### config.mk
export PLATFORM = sky130hd
export DESIGN_NAME = instr_sequencer
export DESIGN_NICKNAME = d
export VERILOG_FILES = /design/src/rtl/instr_sequencer.sv
export SDC_FILE = /design/constraint.sdc
export NUM_CORES = 1
export LEC_CHECK = 0
export ABC_AREA = 1
export CORE_UTILIZATION = 49
export CTS_CLUSTER_SIZE = 28
export DETAILED_ROUTE_END_ITERATION = 8
export PLACE_DENSITY_LB_ADDON = 0.2
export SKIP_CTS_REPAIR_TIMING = 1
export SLEW_MARGIN = 0
export SYNTH_ARGS = -nofsm -noshare
export SYNTH_HDL_FRONTEND = slang
export SYNTH_SLANG_ARGS = --single-unit
### constraint.sdc
create_clock -name clk -period 2.1 [get_ports clk]
set_input_delay 0.21 -clock clk [delete_from_list [all_inputs] [get_ports clk]]
set_output_delay 0.21 -clock clk [all_outputs]
set_load 0.005 [all_outputs]
### src/rtl/instr_sequencer.sv
// Multi-cycle instruction sequencer: fetches 16-bit instructions over a
// req/ack handshake and steps each one through DECODE, EXEC, optional MEM
// and WB, driving register-file fields, ALU opcode and data-memory handshake.
module instr_sequencer #(
  parameter int PC_W  = 4,
  parameter int CNT_W = 8
) (
  input  logic             clk,
  input  logic             rst,
  input  logic             start,
  output logic             imem_req,
  output logic [PC_W-1:0]  imem_addr,
  input  logic             imem_ack,
  input  logic [15:0]      imem_rdata,
  output logic [3:0]       opcode,
  output logic [3:0]       read_reg1,
  output logic [3:0]       read_reg2,
  output logic [3:0]       write_reg,
  output logic             dmem_req,
  output logic             dmem_we,
  output logic [3:0]       dmem_addr,
  input  logic             dmem_ack,
  output logic             reg_write,
  output logic             wb_sel_mem,
  output logic             busy,
  output logic             halted,
  output logic [PC_W-1:0]  pc,
  output logic [CNT_W-1:0] retired
);

  typedef enum logic [2:0] {
    S_IDLE, S_FETCH, S_DECODE, S_EXEC, S_MEM, S_WB, S_HALT
  } state_t;

  localparam logic [3:0] OP_HALT  = 4'hF;
  localparam logic [3:0] OP_LOAD  = 4'hE;
  localparam logic [3:0] OP_STORE = 4'hD;
  localparam logic [3:0] OP_JMP   = 4'hC;

  state_t           state_q, state_d;
  logic [PC_W-1:0]  pc_q, pc_d;
  logic [CNT_W-1:0] ret_q, ret_d;
  logic [15:0]      ir_q, ir_d;

  // Control outputs are flopped from the next state so they line up
  // exactly with the state they describe.
  logic imem_req_q, imem_req_d;
  logic dmem_req_q, dmem_req_d;
  logic dmem_we_q, dmem_we_d;
  logic reg_write_q, reg_write_d;
  logic wb_sel_q, wb_sel_d;
  logic busy_q, busy_d;
  logic halted_q, halted_d;

  logic [3:0] op_q;
  assign op_q = ir_q[15:12];

  // State, datapath and output registers; reset abandons any transfer.
  always_ff @(posedge clk or posedge rst) begin
    if (rst) begin
      state_q     <= S_IDLE;
      pc_q        <= '0;
      ret_q       <= '0;
      ir_q        <= '0;
      imem_req_q  <= 1'b0;
      dmem_req_q  <= 1'b0;
      dmem_we_q   <= 1'b0;
      reg_write_q <= 1'b0;
      wb_sel_q    <= 1'b0;
      busy_q      <= 1'b0;
      halted_q    <= 1'b0;
    end else begin
      state_q     <= state_d;
      pc_q        <= pc_d;
      ret_q       <= ret_d;
      ir_q        <= ir_d;
      imem_req_q  <= imem_req_d;
      dmem_req_q  <= dmem_req_d;
      dmem_we_q   <= dmem_we_d;
      reg_write_q <= reg_write_d;
      wb_sel_q    <= wb_sel_d;
      busy_q      <= busy_d;
      halted_q    <= halted_d;
    end
  end

  // Next-state: instruction stepping, pc update and retire counting.
  always_comb begin
    state_d = state_q;
    pc_d    = pc_q;
    ret_d   = ret_q;
    ir_d    = ir_q;
    unique case (state_q)
      S_IDLE, S_HALT: begin
        if (start) begin
          pc_d    = '0;
          state_d = S_FETCH;
        end
      end
      S_FETCH: begin
        if (imem_ack) begin
          ir_d    = imem_rdata;
          pc_d    = pc_q + PC_W'(1);
          state_d = S_DECODE;
        end
      end
      S_DECODE: begin
        if (op_q == OP_HALT) begin
          ret_d   = ret_q + CNT_W'(1);
          state_d = S_HALT;
        end else begin
          state_d = S_EXEC;
        end
      end
      S_EXEC: begin
        if (op_q == OP_JMP) begin
          pc_d    = PC_W'(ir_q[3:0]);
          ret_d   = ret_q + CNT_W'(1);
          state_d = S_FETCH;
        end else if (op_q == OP_LOAD || op_q == OP_STORE) begin
          state_d = S_MEM;
        end else begin
          state_d = S_WB;
        end
      end
      S_MEM: begin
        if (dmem_ack) begin
          if (op_q == OP_STORE) begin
            ret_d   = ret_q + CNT_W'(1);
            state_d = S_FETCH;
          end else begin
            state_d = S_WB;
          end
        end
      end
      S_WB: begin
        ret_d   = ret_q + CNT_W'(1);
        state_d = S_FETCH;
      end
      default: state_d = S_IDLE;
    endcase
  end

  // Output decode of the upcoming state, registered above.
  always_comb begin
    imem_req_d  = (state_d == S_FETCH);
    dmem_req_d  = (state_d == S_MEM);
    dmem_we_d   = (state_d == S_MEM) && (ir_d[15:12] == OP_STORE);
    reg_write_d = (state_d == S_WB);
    wb_sel_d    = (state_d == S_WB) && (ir_d[15:12] == OP_LOAD);
    busy_d      = (state_d != S_IDLE) && (state_d != S_HALT);
    halted_d    = (state_d == S_HALT);
  end

  assign imem_req   = imem_req_q;
  assign imem_addr  = pc_q;
  assign pc         = pc_q;
  assign retired    = ret_q;
  assign opcode     = ir_q[15:12];
  assign write_reg  = ir_q[11:8];
  assign read_reg1  = ir_q[7:4];
  assign read_reg2  = ir_q[3:0];
  assign dmem_addr  = ir_q[3:0];
  assign dmem_req   = dmem_req_q;
  assign dmem_we    = dmem_we_q;
  assign reg_write  = reg_write_q;
  assign wb_sel_mem = wb_sel_q;
  assign busy       = busy_q;
  assign halted     = halted_q;

endmodule

# After elaboration in Yosys (flattened, before gate mapping)
# Index checks and enable logic that the tools add are counted.
word_totals:
  register_bits: 38
  latch_bits: 0
  ramBits: 0
  romBits: 0
  n_memories: 0
classes:
  addsub: 2
  n_mul: 0
  div_mod_pow: 0
  magnitude_cmp: 0
  n_eq_ne: 23
  n_shift: 0
  mux: 19
  n_bitwise: 0
  reduce_logical: 12
op_table:
  columns: ["op", "n"]
  rows:
  - ["2-to-1 mux 16 bit", 2]
  - ["2-to-1 mux 8 bit", 4]
  - ["one-hot mux 8 bit (4 select lines)", 1]
  - ["equality test 4 bit, second input constant", 6]
  - ["equality test 3 bit, second input constant", 6]
  - ["2-to-1 mux 3 bit", 6]
  - ["one-hot mux 3 bit (6 select lines)", 1]
  - ["2-to-1 mux 4 bit", 3]
  - ["inequality test 2 bit, second input constant", 6]
  - ["one-hot mux 4 bit (3 select lines)", 1]
  - ["adder 8 x 1 -> 8 bit, second input constant", 1]
  - ["equality test 3 x 1 -> 1 bit, second input constant", 2]
  - ["equality test 3 x 2 -> 1 bit, second input constant", 2]
  - ["nonzero test 3 bit", 2]
  - ["AND reduction 5 bit", 1]
  - ["adder 4 x 1 -> 4 bit, second input constant", 1]
  - ["AND reduction 4 bit", 1]
  - ["nonzero test 4 bit", 1]
  - ["logical AND 1 bit", 3]
  - ["logical NOT 3 bit", 1]
  - ["inequality test 3 bit, second input constant", 1]
  - ["AND reduction 2 bit", 1]
  - ["OR reduction 2 bit", 1]
  - ["logical OR 1 bit", 1]
  - ["2-to-1 mux 1 bit", 1]

# Longest topological paths before layout
depth:
  depth_word: 7
  mapped_depth: 10
  depth_no_buf: 10

# Worst setup path before layout
# OpenSTA, ideal clock, no wires.
synth_timing:
  kind: "reg-to-reg"
  start: "reg state_q[2]"
  end: "reg ret_q[5], in the netlist retired[5]"
  t_arrival_ps: 1209
  required_ps: 1983
  slack_ps: 774
  path_stages_with_launch: 10
  n_path_buf: 1
  period_less_slack_ps: 1326
  cell_sequence: "dfrtp_1 -> inv_2 -> nand2_2 -> nor2_4 -> o21ai_2 -> nand2_2 -> nor2_4 -> buf_6 -> nand3b_1 -> nand2_1"
synth_between:
  elab_chain_len: 3
  word_cells_on_any_way: 11
  cone_classes: "eq/ne (8); mux (1); reduce/logical (2)"
synth_lines:
  columns: ["element", "line", "text"]
  rows:
  - ["from (decl)", "40", "state_t state_q, state_d;"]
  - ["from (signal assigned)", "73", "state_q <= state_d;"]
  - ["equality test 3 bit or equality test 3 x 2 -> 1 bit (tied branches)", "93", "unique case (state_q)"]
  - ["nonzero test 4 bit (no source line) or inequality test 2 bit (tied branches)", null, null]
  - ["AND reduction 5 bit (no source line)", null, null]
  - ["to (signal assigned)", "75", "ret_q <= ret_d;"]
  - ["to (decl)", "42", "logic [CNT_W-1:0] ret_q, ret_d;"]
# Parallel ways exist; a longest one is shown, timed or not.
# A chain may end at the register's enable or synchronous reset.

# Final worst setup path
layout_timing:
  start: "reg state_q[0]"
  end: "reg dmem_we_q, in the netlist dmem_we"
layout_between:
  word_cells_on_any_way: 16
  cone_classes: "eq/ne (8); mux (5); reduce/logical (3)"
layout_lines:
  columns: ["element", "line", "text"]
  rows:
  - ["equality test 3 x 1 -> 1 bit", "93", null]
  - ["2-to-1 mux 16 bit", "93", null]
  - ["named net ir_d[14]", "43", "logic [15:0] ir_q, ir_d;"]
  - ["equality test 4 bit", "148", "dmem_we_d = (state_d == S_MEM) && (ir_d[15:12] == OP_STORE);"]
  - ["logical AND 1 bit", "148", null]
  - ["named net dmem_we_d", "49", "logic dmem_we_q, dmem_we_d;"]
  - ["to (signal assigned)", "79", "dmem_we_q <= dmem_we_d;"]
  - ["to (decl)", "49", null]
# The timed path passes the listed nets, and every way through them passes these cells.

==> flow_summary.yaml <==
die:
  die_w_um: 65.22
  coreArea_sq_um: 3744
  die_height_um: 65.22
  dieArea_sq_um: 4253
  num_rows: 22
  num_io_pins: 64
  start_util: 0.5231
grt:
  antenna_found_initial: 0
  grt_pass1_vias: 1482
  track_usage: 0.2046
  overflow: 0
  grt_pass1_wl_mm: 6.610
  grt_max_degree: 39
detailed_routing:
  drt_first_pass_iters: 4
  wl_per_cell_um: 11.10
  vias_per_cell: 4.760
  wl_mm: 3.929
  drcViolationCount: 0
  num_vias: 1685
  antenna_left: 0
  dr.first_iter.drc_count: 92
timing:
  slew_violations: 0
  setup_viol: 0
  worst_pin_slew_ns: 0.4758
  finalCriticalPeriod_ns: 1.587
  fin_skew_ns: 0.007443
  timing.final.crit_share: 0.7555
  max_freq_mhz: 630.3
  hold_violations: 0
  grt_setup_unrepaired: "false"
  finalSetupTns_ns: 0
  slew_headroom: 0.6828
run_status:
  status: "finished clean"
synth:
  syn-num-nets: 268
  syn_area_per_cell_sq_um: 7.992
  ys_types: 26
  synth-seq-cells: 38
  synth_cells: 245
  yosys_warnings: 0
  syn_area_sq_um: 1958
  synth_seq_area_share: 0.4856
cts:
  cts_made_buffers: 5
  cts_max_path_buffers: 2
  clock_latency_ns: 0.29
  root_buffer: "clkbuf_8"
  tritoncts: "built"
  htreeDepth: 2
  cts.sinks: 38
  path_clk_slew_ns: 0.08
layout:
  drive_above_1_share: 0.09150
  syn_to_final_growth_pct: 36.23
  final_common_cell: "nand2_1"
  nets: 328
  n_antenna_cell: 0
  mostFrequentLayoutCells: "88 x nand2_1, 63 x clkdlybuf4s50_1, 38 x dfrtp_1, 26 x inv_1, 16 x nor2_1"
  fill_cells: 324
  finish.utilization: 0.7126
setup_path:
  crit_arrival_ns: 1.80
  worst-path-max-fanout: 10
  cp-end-kind: "register"
  cp-start-kind: "register"
  slowest_stage: "dfrtp_1"
  critPathKind: "register to register"
  cpPeakStageDelay_ns: 0.44
  crit_chain: "inv_2 > nor3_4 > nand2_1 > o21ai_1 > nand2_1 > inv_1 > nand2_1 > nor2_1"
  path_delay_family: "simple AND/OR/NAND/NOR gates"
  crit_path_frequent_cell: "nand2_1"
  critPathBufInv: 2
  cp_data_required_time_ns: 2.32
power_and_ir_drop:
  leakagePower_uw: 0.001320
  p_total_uw: 3598
  power_density_nw_per_um2: 1349
  vdd_drop_max_mv: 0.7655
placement:
  portBuffers: 63
  gp_congestion: 0.7936
  dp_hpwl_mm: 2.891
worst_hold_path:
  hold_class: "input pin to async pin"
run:
  cap_viol_max_count: 0
## metrics by stage
| stage | worst slack [ns] | hold WS, ns | std cells | area, sq um |
|---|---|---|---|---|
| after floorplan | 0.7744 | 0.3266 | 245 | 1958 |
| after global routing | 0.3020 | 0.3780 | 354 | 2668 |
| final | 0.5135 | 0.3310 | 354 | 2668 |
| after CTS | 0.5251 | 0.3611 | 354 | 2668 |
| after detailed placement | 0.3807 | 0.4584 | 346 | 2576 |
| after global placement | 0.4242 | 0.4529 | 346 | 2576 |
## worst paths after layout
kind                       slack, ns  depth (start not counted)          start           end
max in group asynchronous       1.42                          3            rst  imem_addr[0]
max reg2reg                     0.51                          8     state_q[0]       dmem_we
min reg2reg                     0.47                          2       ir_q[10]      ir_q[10]
min in group clk                0.45                          3  imem_rdata[1]       ir_q[1]
max                             0.51                          8     state_q[0]       dmem_we
min                             0.33                          3            rst    retired[2]
## metal layers
metal  share of wire  routed length [um]  vias to the layer above  track usage
met4          0.0087                  34                        0      0.08152
li1                -                   -                      872            -
met5               0                   0                        -            0
met3           0.049                 192                        4      0.05035
met1            0.47                1861                      769       0.2698
met2            0.47                1841                       40       0.3222
## cell usage after synthesis
| library cell | instances | area, sq um |
|---|---|---|
| a21boi_1 | 1 | 7.510 |
| a21oi_1 | 1 | 5.000 |
| a22oi_1 | 2 | 15.01 |
| buf_2 | 1 | 5.000 |
| buf_4 | 9 | 67.56 |
| buf_6 | 1 | 11.26 |
| clkbuf_1 | 1 | 3.750 |
| dfrtp_1 | 38 | 950.9 |
| ha_1 | 2 | 25.02 |
| inv_1 | 26 | 97.59 |
| inv_2 | 4 | 15.01 |
| nand2_1 | 88 | 330.3 |
| nand2_2 | 3 | 18.77 |
| nand3_1 | 15 | 75.07 |
| nand3b_1 | 1 | 7.510 |
| nand4_1 | 2 | 12.51 |
| nor2_1 | 16 | 60.06 |
| nor2_2 | 2 | 12.51 |
| nor2_4 | 2 | 22.52 |
| nor3_1 | 2 | 10.01 |
| nor3_2 | 1 | 10.01 |
| nor3_4 | 1 | 16.27 |
| o21ai_0 | 8 | 40.04 |
| o21ai_1 | 5 | 25.02 |
| o21ai_2 | 6 | 52.55 |
| xor2_1 | 7 | 61.31 |
## worst register-to-register path, delay by kind of cell, from the launching register on
kind / cells / cell delay, ns
simple gates: 5 / 0.72
compound gates: 1 / 0.13
buf+inv: 2 / 0.22
flops: 1 / 0.44
## cell families after synthesis
logic type | share of synthesized area
buffers and inverters | 0.1022
XOR/XNOR | 0.03131
flip-flops | 0.4856
adder cells (fa/ha/maj) | 0.01278
AND/OR/NAND/NOR | 0.2939
AO/OA/AOI/OAI | 0.07412
## report_power, final
group          internal, uW  leakage [uW]  total, uW  switching [uW]
clock                   265     0.0000482        513             248
sequential             1020      0.000490       1270             255
combinational           902      0.000782       1810             911
total                  2180       0.00132       3600            1410
## state kept, by name, indices dropped and copies added (netlist names)
signal	cells
halted	1
busy	1
dmem_we	1
imem_req	1
imem_addr	4
ir_q	16
retired	8
reg_write	1
wb_sel_mem	1
state_q	3
dmem_req	1
## final cells by class
| cell class | count | area (sq um) | area share |
|---|---|---|---|
| clock buffer | 7 | 86.33 | 0.03236 |
| clock inverter | 1 | 5.005 | 0.001876 |
| inverter | 30 | 112.6 | 0.04221 |
| multi-input combinational | 165 | 807.0 | 0.3025 |
| sequential | 38 | 950.9 | 0.3565 |
| tap | 48 | 60.06 | 0.02251 |
| timing repair buffer | 65 | 645.6 | 0.2420 |
Note: power is estimated with default switching activity, not from simulation.
